===== src/rtl/egress_rr_drain.sv =====
// Round-robin drain of switch output FIFOs 4..7 into one valid/ready stream, with per-FIFO delivery counters.
// Pop-to-data_out latency is 2 cycles; a stall parks at most one word in the skid and stops popping until it drains.
module egress_rr_drain #(
    parameter int data_width = 10,
    parameter int cnt_width  = 8
) (
    input  logic                  clk,
    input  logic                  reset,
    input  logic [3:0]            fifo_empty,
    input  logic [data_width-1:0] fifo_data0,
    input  logic [data_width-1:0] fifo_data1,
    input  logic [data_width-1:0] fifo_data2,
    input  logic [data_width-1:0] fifo_data3,
    output logic                  pop0,
    output logic                  pop1,
    output logic                  pop2,
    output logic                  pop3,
    output logic [data_width-1:0] data_out,
    output logic                  valid_out,
    input  logic                  ready_out,
    output logic [1:0]            src_out,
    input  logic                  cnt_req,
    input  logic [1:0]            cnt_sel,
    output logic [cnt_width-1:0]  cnt_data,
    output logic                  cnt_valid,
    output logic                  idle
);

    logic [1:0]            r_last_grant;
    logic                  r_inflight;
    logic [1:0]            r_inflight_src;
    logic                  r_skid_vld;
    logic [data_width-1:0] r_skid_dat;
    logic [1:0]            r_skid_src;
    logic                  r_out_vld;
    logic [data_width-1:0] r_out_dat;
    logic [1:0]            r_out_src;
    logic [cnt_width-1:0]  r_cnt [4];
    logic [cnt_width-1:0]  r_cnt_data;
    logic                  r_cnt_valid;

    logic                  w_xfer;
    logic                  w_out_free;
    logic                  w_pop_en;
    logic [1:0]            w_grant;
    logic                  w_found;
    logic [3:0]            w_pop;
    logic [data_width-1:0] w_in_dat;

    assign w_xfer     = r_out_vld & ready_out;
    assign w_out_free = ~r_out_vld | ready_out;
    // Popping only with an empty skid is what bounds the skid to a single word.
    assign w_pop_en   = reset & ~r_skid_vld & w_out_free & ~(&fifo_empty);

    always_comb begin
        w_grant = r_last_grant;
        w_found = 1'b0;
        for (int k = 1; k <= 4; k++) begin
            if (!w_found && !fifo_empty[r_last_grant + 2'(k)]) begin
                w_found = 1'b1;
                w_grant = r_last_grant + 2'(k);
            end
        end
    end

    assign w_pop = w_pop_en ? (4'b0001 << w_grant) : 4'b0000;
    assign pop0  = w_pop[0];
    assign pop1  = w_pop[1];
    assign pop2  = w_pop[2];
    assign pop3  = w_pop[3];

    always_comb begin
        case (r_inflight_src)
            2'd0:    w_in_dat = fifo_data0;
            2'd1:    w_in_dat = fifo_data1;
            2'd2:    w_in_dat = fifo_data2;
            default: w_in_dat = fifo_data3;
        endcase
    end

    always_ff @(posedge clk or negedge reset) begin
        if (!reset) begin
            r_last_grant   <= 2'd3;
            r_inflight     <= 1'b0;
            r_inflight_src <= 2'd0;
            r_skid_vld     <= 1'b0;
            r_skid_dat     <= '0;
            r_skid_src     <= 2'd0;
            r_out_vld      <= 1'b0;
            r_out_dat      <= '0;
            r_out_src      <= 2'd0;
            r_cnt_data     <= '0;
            r_cnt_valid    <= 1'b0;
            for (int i = 0; i < 4; i++) begin
                r_cnt[i] <= '0;
            end
        end else begin
            r_inflight <= w_pop_en;
            if (w_pop_en) begin
                r_inflight_src <= w_grant;
                r_last_grant   <= w_grant;
            end

            if (r_skid_vld) begin
                if (w_xfer) begin
                    r_out_dat  <= r_skid_dat;
                    r_out_src  <= r_skid_src;
                    r_skid_vld <= r_inflight;
                    if (r_inflight) begin
                        r_skid_dat <= w_in_dat;
                        r_skid_src <= r_inflight_src;
                    end
                end
            end else if (r_inflight) begin
                if (w_out_free) begin
                    r_out_vld <= 1'b1;
                    r_out_dat <= w_in_dat;
                    r_out_src <= r_inflight_src;
                end else begin
                    r_skid_vld <= 1'b1;
                    r_skid_dat <= w_in_dat;
                    r_skid_src <= r_inflight_src;
                end
            end else if (w_xfer) begin
                r_out_vld <= 1'b0;
            end

            if (w_xfer) begin
                r_cnt[r_out_src] <= r_cnt[r_out_src] + {{(cnt_width-1){1'b0}}, 1'b1};
            end

            // Reads see the counter before any increment landing on the same edge.
            r_cnt_valid <= cnt_req;
            if (cnt_req) begin
                r_cnt_data <= r_cnt[cnt_sel];
            end
        end
    end

    assign data_out  = r_out_dat;
    assign valid_out = r_out_vld;
    assign src_out   = r_out_src;
    assign cnt_data  = r_cnt_data;
    assign cnt_valid = r_cnt_valid;
    assign idle      = (&fifo_empty) & ~r_inflight & ~r_skid_vld & ~r_out_vld;

endmodule


===== config.mk =====
export PLATFORM = sky130hd
export DESIGN_NAME = egress_rr_drain
export DESIGN_NICKNAME = d
export VERILOG_FILES = /design/src/rtl/egress_rr_drain.sv
export SDC_FILE = /design/constraint.sdc
export NUM_CORES = 1
export LEC_CHECK = 0
export CAP_MARGIN = 20
export CORE_MARGIN = 4
export CORE_UTILIZATION = 40
export CTS_CLUSTER_DIAMETER = 150
export DETAILED_ROUTE_END_ITERATION = 6
export SYNTH_ARGS = -nofsm -noshare
export SYNTH_HDL_FRONTEND = slang
export SYNTH_SLANG_ARGS = --single-unit

===== constraint.sdc =====
create_clock -name clk -period 2.7 [get_ports clk]
set_clock_uncertainty 0.2 [all_clocks]
set_input_delay 0.27 -clock clk [delete_from_list [all_inputs] [get_ports clk]]
set_output_delay 0.27 -clock clk [all_outputs]
set_load 0.01 [all_outputs]

Word level (Yosys, flattened, before mapping)
Index checks and enable logic that the tools add are counted.

Register bits after elaboration: 72. Input port bits: 50. Output and inout port bits: 27. Word-level logic and storage cells: 115.

$add $sub $neg: 4. $lt $le $gt $ge: 7. Equality and inequality tests: 6. Shifts and indexed selects: 1. Multiplexer cells: 51. Bitwise operators: 14. Reductions and logical operators: 17.

Operators with widths (count): $mux W10 (9); $mux W8 (5); $bmux W8 S2 (2); $bwmux W32 (1); $pmux W10 S3 (1); $mux W2 (13); $demux W8 S2 (1); $mux W1 (14); $lt A2 B3 Y1 const B (4); $add A8 B1 Y8 const B (1); $bmux W1 S2 (4); $reduce_and A4 Y1 (2); $and A1 B1 Y1 (7); $ge A3 B3 Y1 const B (2); $not A2 Y3 (2); $reduce_and A3 Y1 (2); $reduce_bool A2 Y1 (3); $logic_not A1 Y1 (5); $add A2 B2 Y2 const B (2); $logic_and A1 B1 Y1 (4); $mux W4 (1); $ne A2 B1 Y1 const B (2); $ne A2 B2 Y1 const B (2); $not A1 Y1 (4); other kinds (7) (7).

Longest topological paths before layout
Gate-level depths: netlist of the first run.

Depth in word-level cells: 14. Mapped depth: 8. Gate-level depth less buffers: 5.

Worst setup path before layout of the first run
No wires, ideal clock.

Path kind: reg2reg. Start: register r_out_src[0] (netlist: src_out[0]). End: register r_cnt[30] (netlist bit). Setup time: 0.069 ns. Data arrival time: 1.983 ns. Required time: 2.431 ns. Slack: 0.448 ns. Cell stages (with the launch flop): 8. Path buffers: 2. Period minus slack after synthesis: 2.252 ns. Cell sequence: dfrtp_1 -> buf_6 -> buf_12 -> mux4_2 -> ha_1 -> nand2_1 -> or4_1 -> nand3_1.

Cells in the longest elaborated chain, start to end: 6. Elaborated cells on any way between the ends: 11. Classes of those cells: add/sub (1); order compare (2); mux (6); bitwise (1); reduce/logical (1).

RTL lines: start, declared (RTL line 37) `logic [1:0] r_out_src;`; start signal, assigned (RTL line 107) `r_out_src <= r_skid_src;`; start signal, assigned (RTL line 118) `r_out_src <= r_inflight_src;`; $not A2 Y3 (not written as such) * (RTL line 129) `r_cnt[r_out_src] <= r_cnt[r_out_src] + {{(cnt_width-1){1'b0}}, 1'b1};`; $bmux W8 S2, or another cell as far along (RTL line 129); $mux W8 (not written as such) or $logic_and A1 B1 Y1 (tied branches) (RTL line 129); $mux W8 (not written as such) (RTL line 129); $add A8 B1 Y8 or $demux W8 S2 (tied branches) (RTL line 129); $bwmux W32 * (RTL line 129); end signal, assigned by index (RTL line 129); end, declared (RTL line 38) `logic [cnt_width-1:0] r_cnt [4];`.

Every way passes the cells marked *; elsewhere a longest branch is shown, timed or not. The select of a mux whose other input is x is not followed. A chain may end at the register's enable or synchronous reset.

Final worst setup path of the first run
Start: register r_out_src[0] (netlist: src_out[0]). End: register r_cnt[7] (netlist bit).

Same word-level chain as after synthesis.

==> results of run 1 <==
final timing paths:
check / startpoint / end / slack [ns]
min in group clk: reset / r_inflight / 0.18
max: src_out[0] / r_cnt[7] / 0.16
min reg2reg: r_cnt[10] / r_cnt[10] / 0.30
max in group asynchronous: reset / r_cnt[1] / 1.70
max reg2reg: src_out[0] / r_cnt[7] / 0.16
min: reset / r_cnt[2] / -0.009
cells in the final DEF, fill, tap and decap left out, types with 2 or more instances in the layout:
master / Yosys / final
nor2b_1: 5 / 5
dfrtp_1: 70 / 70
o211ai_1: 12 / 12
nor3_1: 3 / 3
dlygate4sd2_1: 0 / 2
clkbuf_8: 0 / 10
mux2i_1: 12 / 12
mux2_2: 23 / 23
dlymetal6s2s_1: 0 / 2
clkbuf_1: 11 / 3
nand2_1: 44 / 44
o21ai_0: 20 / 19
or3_1: 2 / 2
dfstp_2: 2 / 2
mux4_2: 22 / 22
nand3_1: 15 / 15
xor2_1: 2 / 2
nand4_1: 2 / 2
buf_4: 1 / 20
bufinv_16: 0 / 2
a21oi_1: 13 / 13
nor2_1: 18 / 18
mux4_1: 4 / 4
or4_1: 12 / 12
clkdlybuf4s50_1: 0 / 71
inv_1: 4 / 4
kinds of logic (layout without fill, tap and decap cells):
kind of cell,count (synthesis),in the layout,synth area share
and+or+nand+nor,112,112,0.149
DFF,72,72,0.471
muxes,61,61,0.256
AOI/OAI and AO/OA,51,51,0.0790
buffers and inverters,26,117,0.0359
xor gates and xnor gates,3,3,0.00686
adders and majority gates,1,1,0.00326
power by group through the flow:
stage | combinational (uW) | clock (uW) | sequential (uW)
floorplan | 1230 | 0 | 1670
global placement | 1790 | 0 | 1750
detailed placement | 1820 | 0 | 1770
CTS | 1850 | 966 | 1750
global route | 2040 | 1010 | 1800
finish | 1840 | 939 | 1740
critical path, cell delays in order (launching register included):
cell	delay [ns]
dfrtp_1	0.74
buf_4	0.25
mux4_1	0.67
or4_1	0.52
nand3_1	0.10
through the flow:
step                      worst slack (ns)  setup TNS [ns]  cell area [um^2]   util  hold WS (ns)
after floorplan                      0.448               0              3830      -        -0.226
after global placement             -0.0162         -0.0162              4790  0.515         0.276
after detailed placement           -0.0198         -0.0225              4790  0.515         0.284
after CTS                          -0.0198         -0.0198              5020  0.540        0.0370
after global routing                0.0557               0              5040  0.543        0.0783
final                                0.159               0              5040  0.543      -0.00911
final cells by class:
class	instances	area [um^2]
Fill cell	833	4250
Multi-Input combinational cell	228	1930
Sequential cell	72	1800
Timing Repair Buffer	96	908
Tap cell	129	161
Clock buffer	13	149
Clock inverter	3	65.1
Inverter	5	18.8
sequential cells by signal, summed over array words and instances, names as in the netlist:
name,flops
r_cnt,32
cnt_data,8
r_skid_src,2
r_skid_vld,1
cnt_valid,1
data_out,10
r_inflight,1
valid_out,1
r_skid_dat,10
src_out,2
r_inflight_src,2
r_last_grant,2
timing repair:
action / in CTS / in global routing
gates resized for setup: 6 / 4
endpoints found under the setup margin: 4 / 2
pin swaps: 0 / 1
setup buffers: 1 / 0
metal layers:
metal | global-route usage | wire [um] | vias up
li1 | - | - | 1385
met1 | 0.220 | 4010 | 1440
met2 | 0.270 | 4100 | 89
met3 | 0.0565 | 606 | 9
met4 | 0.0444 | 88 | 0
met5 | 0 | 0 | -
==> flow_summary.yaml, run 1 <==
job:
  cap_violations: 0
drt:
  ant_nets: 0
  vias: 2923
  routedWlPerCell_um: 16.1
  drcViolationCount: 0
  routed_wl_um: 8800
  dr.first_iter.drc_count: 62
  dr.pass1.iters: 4
  via_per_inst: 5.35
global_route:
  track_usage: 0.168
  antenna_found_initial: 0
  grt_pass1_wl_um: 14900
  grt_remaining_overflow: 0
  grt_max_degree: 73
  grt_pass1_vias: 3023
yosys:
  syn_avg_cell_area_um2: 11.8
  ys_types: 43
  ys_ff_latch: 72
  yosys.area.top_type: "dfrtp_1"
  ys.warnings.count: 0
  synth_cells: 326
  synthTopCellsByArea: "dfrtp_1, mux4_2, mux2_2, nand2_1, mux2i_1"
  yosysSeqAreaShare: 0.471
  synth_edf_count: 0
  netlist.area_leader.share: 0.457
  synth_nets: 377
  synthTopCellsByCount: "dfrtp_1, nand2_1, mux2_2, mux4_2, o21ai_0"
  syn_area_um2: 3830
  synth.most_common_cell: "dfrtp_1"
  ys.flop_type: "dfrtp_1"
  async_flop_share: 1.00
power:
  vdd_drop_max_mv: 0.368
  leakagePower_uw: 0.00219
  swShare: 0.344
  clkPwrFrac: 0.208
  p_per_area_nw_per_um2: 897
  pwr-share-comb: 0.407
  p_seq_frac: 0.385
  power_uw: 4520
  p_sw_uw: 1560
  internal_power_uw: 2960
setup_path:
  cp-start-kind: "register"
  cp.arrival_ns: 2.63
  criticalPathCategory: "register to register"
  crit_required_ns: 2.78
  reg2reg_depth: 4
  critPathMaxFanout: 12
  crit_path_end_kind: "register"
floorplanning:
  dieArea_um2: 11200
  placementRows: 35
  ios: 77
  start_util: 0.413
  die_h_um: 106
  fp.dieW_um: 106
  core_area_um2: 9280
placement:
  finalWeightedCongestion: 0.816
  dp_hpwl_um: 6220
  port_buffers: 76
  dp_cells: 529
final_layout:
  syn2layout_area_growth_pct: 31.4
  antenna_cells: 0
  fin_cells: 546
  nets: 463
  layout-drive-gt1-share: 0.216
run_status:
  violations: "negative hold slack"
  status: "complete, but fails checks"
timing:
  fmax_mhz: 393
  relSlewSlack: 0.389
  min_period_over_period: 0.941
  slew_viol_final: 0
  rsz0062_at_grt: "false"
  hold_viol_final: 7
  period_needed_ns: 2.54
  tightest_slew_ns: 0.916
  setup_violations: 0
  timing.hold.ws_ns: -0.00911
clocking:
  cts_made_buffers: 9
  cts.path.max_buffers: 2
  clkLatencyLatePin_ns: 0.35
  path_clk_slew_ns: 0.08
  cts_tree: "done"
  cts.sink_count: 72
  hold_buffers: 0
  cts_root_buffer: "clkbuf_8"
  h-tree-depth: 3
hold_path:
  hold_class: "input pin to asynchronous set/reset pin"
(Power assumes the default switching activity.)
==> run 2: changes to the inputs <==
--- a/config.mk
+++ b/config.mk
@@ -5,6 +5,7 @@
 export SDC_FILE = /design/constraint.sdc
 export NUM_CORES = 1
 export LEC_CHECK = 0
+export ABC_CLOCK_PERIOD_IN_PS = 2700
 export CAP_MARGIN = 20
 export CORE_MARGIN = 4
 export CORE_UTILIZATION = 40
==> results of run 2 <==
No change in the layout: final DEF, timing and power equal those of run 1.
==> run 3: changes to the inputs <==
--- a/config.mk
+++ b/config.mk
@@ -7,10 +7,13 @@
 export LEC_CHECK = 0
 export ABC_CLOCK_PERIOD_IN_PS = 2700
 export CAP_MARGIN = 20
+export CELL_PAD_IN_SITES_DETAIL_PLACEMENT = 0
+export CELL_PAD_IN_SITES_GLOBAL_PLACEMENT = 1
 export CORE_MARGIN = 4
 export CORE_UTILIZATION = 40
 export CTS_CLUSTER_DIAMETER = 150
 export DETAILED_ROUTE_END_ITERATION = 6
+export PLACE_DENSITY_LB_ADDON = 0.1
 export SYNTH_ARGS = -nofsm -noshare
 export SYNTH_HDL_FRONTEND = slang
 export SYNTH_SLANG_ARGS = --single-unit
==> flow_summary.yaml, run 3 (synthesis results as in run 1) <==
final_layout:
  nets: 468
  multiInputGateArea_um2: 1930
  antenna_cells: 0
  largest_reg_flops: 32
  layout-drive-gt1-share: 0.232
  fin_cells: 551
  mostFrequentLayoutCell: "clkdlybuf4s50_1"
  final_core_util: 0.550
  syn2layout_area_growth_pct: 33.1
  final_cell_mix: "clkdlybuf4s50_1, dfrtp_1, nand2_1"
  top_register: "r_cnt"
  regArea_um2: 1800
  num-fill-cells: 841
clocking:
  cts_tree: "done"
  cts.path.max_buffers: 2
  path_clk_slew_ns: 0.08
  h-tree-depth: 3
  cts.sink_count: 72
  cts_root_buffer: "clkbuf_8"
  hold_buffers: 0
  clkLatencyLatePin_ns: 0.34
  cts_made_buffers: 9
setup_path:
  criticalPathCategory: "register to primary output"
  crit_required_ns: 2.23
  cp.arrival_ns: 2.03
  cp-start-kind: "register"
  cp-startpoint: "r_last_grant[1]"
  worstReg2RegStart: "src_out[0]"
  critPathMaxFanout: 5
  crit_path_end_kind: "primary output"
placement:
  finalWeightedCongestion: 0.799
  place_ws_ns: -0.0836
  port_buffers: 76
  dp_hpwl_um: 6280
  dp_cells: 533
power:
  clkPwrFrac: 0.223
  power_uw: 4670
  internal_power_uw: 3080
  p_sw_uw: 1600
  p_per_area_nw_per_um2: 916
  swShare: 0.342
  pwr-share-comb: 0.404
  vdd_drop_max_mv: 0.469
  leakagePower_uw: 0.00221
  p_seq_frac: 0.373
run_status:
  status: "complete, but fails checks"
  violations: "negative hold slack"
timing:
  timing.hold.ws_ns: -0.0323
  relSlewSlack: 0.390
  slew_viol_final: 0
  tightest_slew_ns: 0.916
  min_period_over_period: 0.927
  layout_setup_ws_ns: 0.198
  period_needed_ns: 2.50
  hold_viol_final: 11
  setup_violations: 0
  rsz0062_at_grt: "false"
  fmax_mhz: 400
floorplanning:
  placementRows: 35
  start_util: 0.413
  ios: 77
  core_area_um2: 9280
  dieArea_um2: 11200
  fp.dieW_um: 106
  die_h_um: 106
global_route:
  grt_max_degree: 73
  grt_remaining_overflow: 0
  grt_pass1_vias: 3046
  antenna_found_initial: 0
  grt_pass1_wl_um: 15100
  track_usage: 0.169
drt:
  ant_nets: 0
  vias: 2901
  dr.first_iter.drc_count: 85
  drcViolationCount: 0
  routed_wl_um: 8980
  routedWlPerCell_um: 16.3
  via_per_inst: 5.26
  dr.pass1.iters: 4
hold_path:
  hold_class: "input pin to asynchronous set/reset pin"
job:
  cap_violations: 0
run 3: layout make-up:
class / instances / area share
clock buffer: 9 / 0.0243
clock inverter: 7 / 0.0235
inverter: 5 / 0.00368
multi-input combinational: 228 / 0.379
sequential: 72 / 0.354
tap: 129 / 0.0316
timing repair buffer: 101 / 0.185
run 3: path summary, 6_finish.rpt:
check	end	cells past startpoint	slack [ns]
worst max-delay path	pop3	5	0.20
worst min-delay path	cnt_data[2]	2	-0.03
worst max register to register	r_cnt[28]	5	0.21
worst min register to register	r_cnt[12]	2	0.30
max in group asynchronous	r_skid_dat[8]	2	1.71
min in group clk	r_last_grant[1]	4	0.23
run 3: power by group through the flow:
stage	sequential (uW)	combinational, uW	clock (uW)
after CTS	1750	1910	1070
after detailed placement	1770	1860	0
after global placement	1760	1840	0
final	1740	1890	1040
after floorplan	1670	1230	0
after global routing	1800	2080	1120
run 3: repair_timing:
item / in CTS / in global routing
pin swaps: 0 / 0
resized for setup: 8 / 2
gates cloned: 0 / 0
buffers inserted: 2 / 0
endpoints found under the setup margin: 4 / 3
run 3: worst max-delay path, cell delays in order, from the launching register on:
cell	delay, ns
dfstp_2	0.58
mux2_2	0.34
nor2_1	0.09
a221o_1	0.21
nor3b_1	0.19
dlygate4sd2_1	0.29
run 3: stage by stage:
| step | TNS (ns) | area (um^2) |
|---|---|---|
| floorplan | 0 | 3830 |
| global placement | -0.209 | 4820 |
| detailed placement | -0.237 | 4820 |
| CTS | 0 | 5100 |
| global route | 0 | 5100 |
| finish | 0 | 5100 |
run 3: per-layer routing:
metal | up-vias | track usage | part of all wire
met5 | - | 0 | 0
met4 | 0 | 0.0416 | 0.0052
met3 | 4 | 0.0407 | 0.053
met2 | 69 | 0.283 | 0.49
met1 | 1431 | 0.222 | 0.45
li1 | 1397 | - | -
